<file path="src/rtl/xibus_master_seq.sv">
// XiBus CPU master-port bus-cycle sequencer: IDLE -> ADDR -> DATA -> RESP, all outputs registered.
// Optional data-phase timeout is built when XIBUS_TIMEOUT_EN is defined.
module xibus_master_seq #(
  parameter int unsigned TO_CYCLES = 255
) (
  input  logic        clk,
  input  logic        rst_n,
  input  logic        cpu_req,
  input  logic [3:0]  cpu_write,
  input  logic [31:0] cpu_addr,
  input  logic [31:0] cpu_wdata,
  output logic        cpu_ack,
  output logic        cpu_err,
  output logic [31:0] cpu_rdata,
  output logic        cpu_busy,
  output logic        enc_adrcy,
  output logic [3:0]  enc_write,
  output logic [31:0] enc_addr,
  output logic [31:0] enc_wdata,
  input  logic        enc_error_i,
  output logic        as_n,
  output logic        ds_n,
  output logic        ad_oe,
  input  logic [31:0] ad_i,
  input  logic        rdyn_i
);

  localparam int unsigned CNT_W = 16;

  if (TO_CYCLES == 0 || TO_CYCLES > 65535) begin : g_to_range
    $error("xibus_master_seq: TO_CYCLES must be in 1..65535");
  end

  typedef enum logic [1:0] {S_IDLE, S_ADDR, S_DATA, S_RESP} state_e;

  state_e      state_q, state_d;
  logic        err_q, err_d;
  logic [3:0]  enc_write_q, enc_write_d;
  logic [31:0] enc_addr_q, enc_addr_d;
  logic [31:0] enc_wdata_q, enc_wdata_d;
  logic [31:0] rdata_q, rdata_d;

  logic ack_q, ack_d;
  logic cerr_q, cerr_d;
  logic busy_q, busy_d;
  logic adrcy_q, adrcy_d;
  logic as_n_q, as_n_d;
  logic ds_n_q, ds_n_d;
  logic ad_oe_q, ad_oe_d;

`ifdef XIBUS_TIMEOUT_EN
  logic [CNT_W-1:0] cnt_q, cnt_d;

  always_ff @(posedge clk or negedge rst_n) begin
    if (!rst_n) cnt_q <= '0;
    else        cnt_q <= cnt_d;
  end
`endif

  // State register
  always_ff @(posedge clk or negedge rst_n) begin
    if (!rst_n) state_q <= S_IDLE;
    else        state_q <= state_d;
  end

  // Next state plus latched request, error flag and read-data capture
  always_comb begin
    state_d     = state_q;
    err_d       = err_q;
    enc_write_d = enc_write_q;
    enc_addr_d  = enc_addr_q;
    enc_wdata_d = enc_wdata_q;
    rdata_d     = rdata_q;
`ifdef XIBUS_TIMEOUT_EN
    cnt_d       = cnt_q;
`endif
    unique case (state_q)
      S_IDLE: begin
        if (cpu_req) begin
          enc_write_d = cpu_write;
          enc_addr_d  = cpu_addr;
          enc_wdata_d = cpu_wdata;
          err_d       = 1'b0;
          state_d     = S_ADDR;
        end
      end
      S_ADDR: begin
        if (enc_error_i) begin
          err_d   = 1'b1;
          rdata_d = '0;
          state_d = S_RESP;
        end else begin
          state_d = S_DATA;
`ifdef XIBUS_TIMEOUT_EN
          cnt_d   = '0;
`endif
        end
      end
      S_DATA: begin
        // Ready takes priority over a timeout on the same edge
        if (!rdyn_i) begin
          rdata_d = (enc_write_q == 4'd0) ? ad_i : 32'd0;
          state_d = S_RESP;
        end else begin
`ifdef XIBUS_TIMEOUT_EN
          cnt_d = cnt_q + CNT_W'(1);
          if (cnt_d == CNT_W'(TO_CYCLES)) begin
            err_d   = 1'b1;
            rdata_d = '0;
            state_d = S_RESP;
          end
`endif
        end
      end
      S_RESP: state_d = S_IDLE;
      default: state_d = S_IDLE;
    endcase
  end

  // Output decode from the upcoming state so every output is a flop
  always_comb begin
    ack_d   = (state_d == S_RESP);
    cerr_d  = (state_d == S_RESP) && err_d;
    busy_d  = (state_d != S_IDLE);
    adrcy_d = (state_d == S_ADDR);
    as_n_d  = (state_d != S_DATA);
    ds_n_d  = (state_d != S_DATA);
    ad_oe_d = (state_d == S_ADDR) || ((state_d == S_DATA) && (enc_write_d != 4'd0));
  end

  always_ff @(posedge clk or negedge rst_n) begin
    if (!rst_n) begin
      err_q       <= 1'b0;
      enc_write_q <= '0;
      enc_addr_q  <= '0;
      enc_wdata_q <= '0;
      rdata_q     <= '0;
      ack_q       <= 1'b0;
      cerr_q      <= 1'b0;
      busy_q      <= 1'b0;
      adrcy_q     <= 1'b0;
      as_n_q      <= 1'b1;
      ds_n_q      <= 1'b1;
      ad_oe_q     <= 1'b0;
    end else begin
      err_q       <= err_d;
      enc_write_q <= enc_write_d;
      enc_addr_q  <= enc_addr_d;
      enc_wdata_q <= enc_wdata_d;
      rdata_q     <= rdata_d;
      ack_q       <= ack_d;
      cerr_q      <= cerr_d;
      busy_q      <= busy_d;
      adrcy_q     <= adrcy_d;
      as_n_q      <= as_n_d;
      ds_n_q      <= ds_n_d;
      ad_oe_q     <= ad_oe_d;
    end
  end

  assign cpu_ack   = ack_q;
  assign cpu_err   = cerr_q;
  assign cpu_rdata = rdata_q;
  assign cpu_busy  = busy_q;
  assign enc_adrcy = adrcy_q;
  assign enc_write = enc_write_q;
  assign enc_addr  = enc_addr_q;
  assign enc_wdata = enc_wdata_q;
  assign as_n      = as_n_q;
  assign ds_n      = ds_n_q;
  assign ad_oe     = ad_oe_q;

endmodule

</file>
<file path="config.mk">
export PLATFORM = sky130hd
export DESIGN_NAME = xibus_master_seq
export DESIGN_NICKNAME = d
export VERILOG_FILES = /design/src/rtl/xibus_master_seq.sv
export SDC_FILE = /design/constraint.sdc
export NUM_CORES = 1
export LEC_CHECK = 0
export CAP_MARGIN = 20
export CORE_MARGIN = 2
export CORE_UTILIZATION = 40
export CTS_CLUSTER_DIAMETER = 100
export DETAILED_ROUTE_END_ITERATION = 8
export PLACE_DENSITY = 0.85
export SYNTH_ARGS = -nofsm -noshare
export SYNTH_HDL_FRONTEND = slang
export SYNTH_SLANG_ARGS = --single-unit
</file>
<file path="constraint.sdc">
create_clock -name clk -period 1.9 [get_ports clk]
set_input_delay 0.38 -clock clk [delete_from_list [all_inputs] [get_ports clk]]
set_output_delay 0.38 -clock clk [all_outputs]
set_load 0.01 [all_outputs]
</file>
Word-level counts from Yosys, hierarchy flattened
Cells that the tools add are included.
Widths: inputs -> output; s select.
{ "totals": {"input_bits": 105, "output_inout_bits": 107, "word_cells": 44, "register_bits": 109} }
{ "classes": {"reduce_logical": 10, "eq_ne": 9, "muxes": 13} }
{ "ops": {"columns": ["op", "count"], "rows": [
  ["$mux 32", 3],
  ["$pmux 32 s2", 1],
  ["$eq 2x2->1 const B", 4],
  ["$mux 4", 2],
  ["$pmux 2 s4", 1],
  ["$ne 2x2->1 const B", 3],
  ["$eq 2x1->1 const B", 2],
  ["$logic_not 4->1", 1],
  ["$mux 2", 2],
  ["$reduce_bool 2->1", 2],
  ["$reduce_bool 4->1", 1],
  ["$mux 1", 3],
  ["$reduce_and 3->1", 1],
  ["$logic_and 1x1->1", 2],
  ["$logic_not 2->1", 1],
  ["$pmux 1 s2", 1],
  ["$reduce_and 2->1", 1],
  ["$logic_or 1x1->1", 1]
]} }

Longest topological paths before layout
{ "depth": {"ltp_word": 5, "mapped_depth": 7, "ltp_nobuf": 6} }

Least setup slack after synthesis
OpenSTA, ideal clock, no wires.
{ "synth_path": {"kind": "reg-to-reg", "startpoint": "reg state_q[0]", "endpoint": "reg rdata_q[5], in the netlist cpu_rdata[5]", "slack_ns": 0.331, "synth_period_minus_slack_ns": 1.569, "n_path_buf": 1, "arrival_ns": 1.448, "stages_incl_launch_ff": 7, "required_ns": 1.779, "setup_ns": 0.121, "path_cell_list": "dfrtp_1 > inv_1 > ha_1 > nand2b_1 > a22o_4 > clkbuf_8 > a22o_2"} }
{ "synth_via": {"elab_chain_len": 3, "word_cells_on_any_way": 7, "cone_classes": "eq/ne (4); mux (1); reduce/logical (2)"} }
{ "synth_lines": {"columns": ["item", "line_no", "text"], "rows": [
  ["start: declaration", "36", "state_e state_q, state_d;"],
  ["start signal: assignment", "63", "else state_q <= state_d;"],
  ["$eq 2x2->1 or $eq 2x1->1 (tied branches)", "77", "unique case (state_q)"],
  ["$ne 2x2->1 (no source line) or $reduce_bool 2->1 (tied branches)", null, null],
  ["$reduce_and 3->1 (no source line)", null, null],
  ["end signal: assignment", "150", "rdata_q <= rdata_d;"],
  ["end: declaration", "41", "logic [31:0] rdata_q, rdata_d;"]
]} }
Several ways; a longest one is shown, not always the timed one.
A chain may end at the register's enable or synchronous reset.

Worst setup path in the final report
{ "layout_path": {"startpoint": "reg ds_n_q, in the netlist ds_n", "endpoint": "out ds_n"} }
{ "layout_lines": {"columns": ["item", "line_no", "text"], "rows": [
  ["start: declaration", "48", "logic ds_n_q, ds_n_d;"],
  ["start signal: assignment", "156", "ds_n_q <= ds_n_d;"],
  ["end: declaration", "22", "output logic ds_n,"]
]} }
No word-level cell between the ends.

==> metrics.cfg <==
[outcome]
status=finished clean

[sta]
whs_ps=457
tightest_slew_ps=392
rsz0062_at_grt=no
fin_crit_sh=0.970
finalSetupViolations=0
hold_viol=0
tns_ps=0
max_freq_mhz=543
slew_viol_final=0
period_needed_ps=1840
maxSlewHeadroom=0.739
finClkSkew_ps=14.8

[worst_setup_path]
critPathMaxStageDelay_ps=570
cp.arrival_ps=1460
reg2regPathDepth=6
crit_family=flip-flops
cp.depth=1
path_cells=clkdlybuf4s50_1
crit_path_end_kind=primary output
critPathLaunchType=register
cp_num_buf_inv=1
required_ps=1520
cp_max_fo=2
critical_path_class=register to primary output
cp_slowest_cell=dfstp_2

[synth]
yosysTopAreaCellShare=0.651
synth_fp_nets=360
syn_inst=251
ys_seq_elements=109
avgSynthCellArea_sq_um=16.5
synth_area_leaders=dfrtp_1 65%, mux2_2 18%, a22o_2 5.8%, a22o_1 1.7%, ha_1 1.2%
ys_warn_count=0
synth_seq_area_share=0.658
yosysUniqueCellTypes=27
synth_area_leader_cell=dfrtp_1
synth_edf_count=0
ys.flop_type=dfrtp_1
syn_area_sq_um=4150
ys_async_sr_fraction=1.00

[placed_design]
routabilityCongestion=0.724
portBuffers=211
placedInstanceArea_sq_um=6400
post-dp-hpwl_microns=7710

[pwr]
p_leak_nw=2.85
ir_drop_mv=0.578
powerDensity_nw_per_um2=1440
finalPower_mw=9.56

[floorplanning]
io-pin-count=212
core_area_sq_um=10200
die_area_sq_um=11200
start_util=0.407
die_h_microns=106
die_x_microns=106
rows=37

[layout]
multi_input_area_sq_um=1300
nNetsFinal=578
fillers=759
syn2layout_area_growth_pct=60.3
num_antenna_cells=0
regArea_sq_um=2730
drive_gt1_frac=0.262
fin_util=0.653
finalInstanceArea_sq_um=6650

[global_route]
grt_use_met1=0.218
grt_pass1_wl_microns=16200
grt.busiest_layer=met2
antenna_found_initial=0
grt_pass1_vias=3211
grt.overflow.total=0
grt_usage=0.187
gr-usage-met3=0.0421
met2_usage=0.336
grt_start_max_net_pins=42

[detailed_routing]
vias_per_cell=4.82
vias=2943
drcViolationCount=0
wl_microns=10200
drt_iter0_markers=106
drt-pass1-iter-count=4
wire_per_inst_microns=16.8
ant_nets=0

[clock_tree]
clk_pin_slew_ps=110
root_buffer=clkbuf_8
cts_sinks=109
h-tree-depth=3
cts_tree=built
clk_latency_ps=360
cts-buffers-inserted=9
clockBufferDepth=2

[worst_hold_path]
worst_hold_path_type=primary input to async pin

[run]
maxCapViolCount=0

Yosys cell counts (2+ instances only):
library cell / n
a22o_2: 24
o21ai_0: 3
nand2b_1: 2
dfrtp_1: 108
mux2_2: 68
inv_1: 2
a22o_1: 8
ha_1: 4
clkbuf_8: 3
buf_8: 3
nand2_1: 4
buf_2: 7
cells in the final DEF (no fill, tap or decap):
| cell | synthesis | layout |
|---|---|---|
| a22o_4 | 1 | 1 |
| o21bai_1 | 1 | 1 |
| clkinvlp_4 | 0 | 2 |
| nand2_2 | 1 | 2 |
| a22o_2 | 24 | 24 |
| o21ai_0 | 3 | 3 |
| clkdlybuf4s50_1 | 0 | 210 |
| dfrtp_1 | 108 | 108 |
| dlygate4sd3_1 | 0 | 1 |
| clkbuf_8 | 3 | 9 |
| nand2b_1 | 2 | 2 |
| a22o_1 | 8 | 8 |
| nor4_2 | 1 | 1 |
| a221oi_1 | 1 | 1 |
| inv_1 | 2 | 2 |
| buf_4 | 1 | 4 |
| nor2_4 | 0 | 1 |
| nor3_1 | 1 | 1 |
| dfstp_2 | 1 | 1 |
| nand2_1 | 4 | 3 |
| mux2_2 | 68 | 68 |
| bufinv_16 | 0 | 1 |
| and2_1 | 1 | 1 |
| or2_1 | 1 | 1 |
| nor2_8 | 1 | 1 |
| buf_12 | 0 | 5 |
| inv_6 | 0 | 2 |
| clkinv_2 | 0 | 1 |
| ha_1 | 4 | 4 |
| and3_1 | 1 | 1 |
| nor2_1 | 1 | 1 |
| inv_8 | 0 | 1 |
| nor3b_1 | 1 | 1 |
| or4_1 | 1 | 1 |
state kept, by name, indices dropped and copies added, names as in the netlist:
name	flops
cpu_busy	1
cpu_rdata	32
enc_addr	32
state_q	2
cpu_ack	1
ad_oe	1
enc_adrcy	1
err_q	1
cpu_err	1
ds_n	1
enc_wdata	32
enc_write	4
worst paths after layout:
check                                end          from  slack [ps]
setup / recovery                    ds_n          ds_n          60
hold / removal             enc_wdata[19]         rst_n         460
setup reg to reg            cpu_rdata[7]    state_q[0]         120
hold reg to reg             enc_addr[25]  enc_addr[25]         510
max in group asynchronous      enc_adrcy         rst_n         780
min in group clk            enc_addr[25]  enc_addr[25]         510
repair_timing:
| item | 4_1_cts | 5_1_grt |
|---|---|---|
| setup endpoints to repair | 0 | 32 |
| buffers inserted | 0 | 1 |
| hold buffers | 1 | 0 |
| gates resized for setup | 0 | 0 |
| hold endpoints to repair | 19 | 0 |
cell families (layout without fill, tap and decap cells):
group,after synthesis,count (layout),synth area share
and+or+nand+nor,16,17,0.0262
buffers and inverters,16,238,0.0329
muxes,68,68,0.185
adders and majority gates,4,4,0.0121
AOI/OAI and AO/OA,38,38,0.0866
DFF,109,109,0.658
cell type report:
class | count | area share
clock buffer | 9 | 0.0186
clock inverter | 7 | 0.0119
inverter | 2 | 0.00113
multi-input combinational | 127 | 0.195
sequential | 109 | 0.410
tap | 136 | 0.0256
timing repair buffer | 220 | 0.337
metrics by stage:
stage | setup slack (ps) | cells
floorplan | 331 | 251
global placement | 19.8 | 591
detailed placement | -34.0 | 591
CTS | 7.94 | 608
global route | 10.1 | 610
finish | 57.5 | 610
worst reg2reg max path: stages, from the launching register on:
cell and delay [ps]:
dfrtp_1 440, inv_1 120, ha_1 250, nand2b_1 90, a22o_4 320, buf_12 180, a22o_2 260
power by group:
part           switching, mW  total, mW  internal, mW
combinational           1.69       4.39          2.70
clock                  0.813       1.44         0.627
sequential             0.486       3.73          3.25
metal layers:
layer	vias to the layer above	wire length (microns)
met4	0	155
met1	1459	4110
met5	-	0
met2	127	5380
met3	13	601
li1	1344	-
No activity file was read; power rests on OpenSTA's default activity.
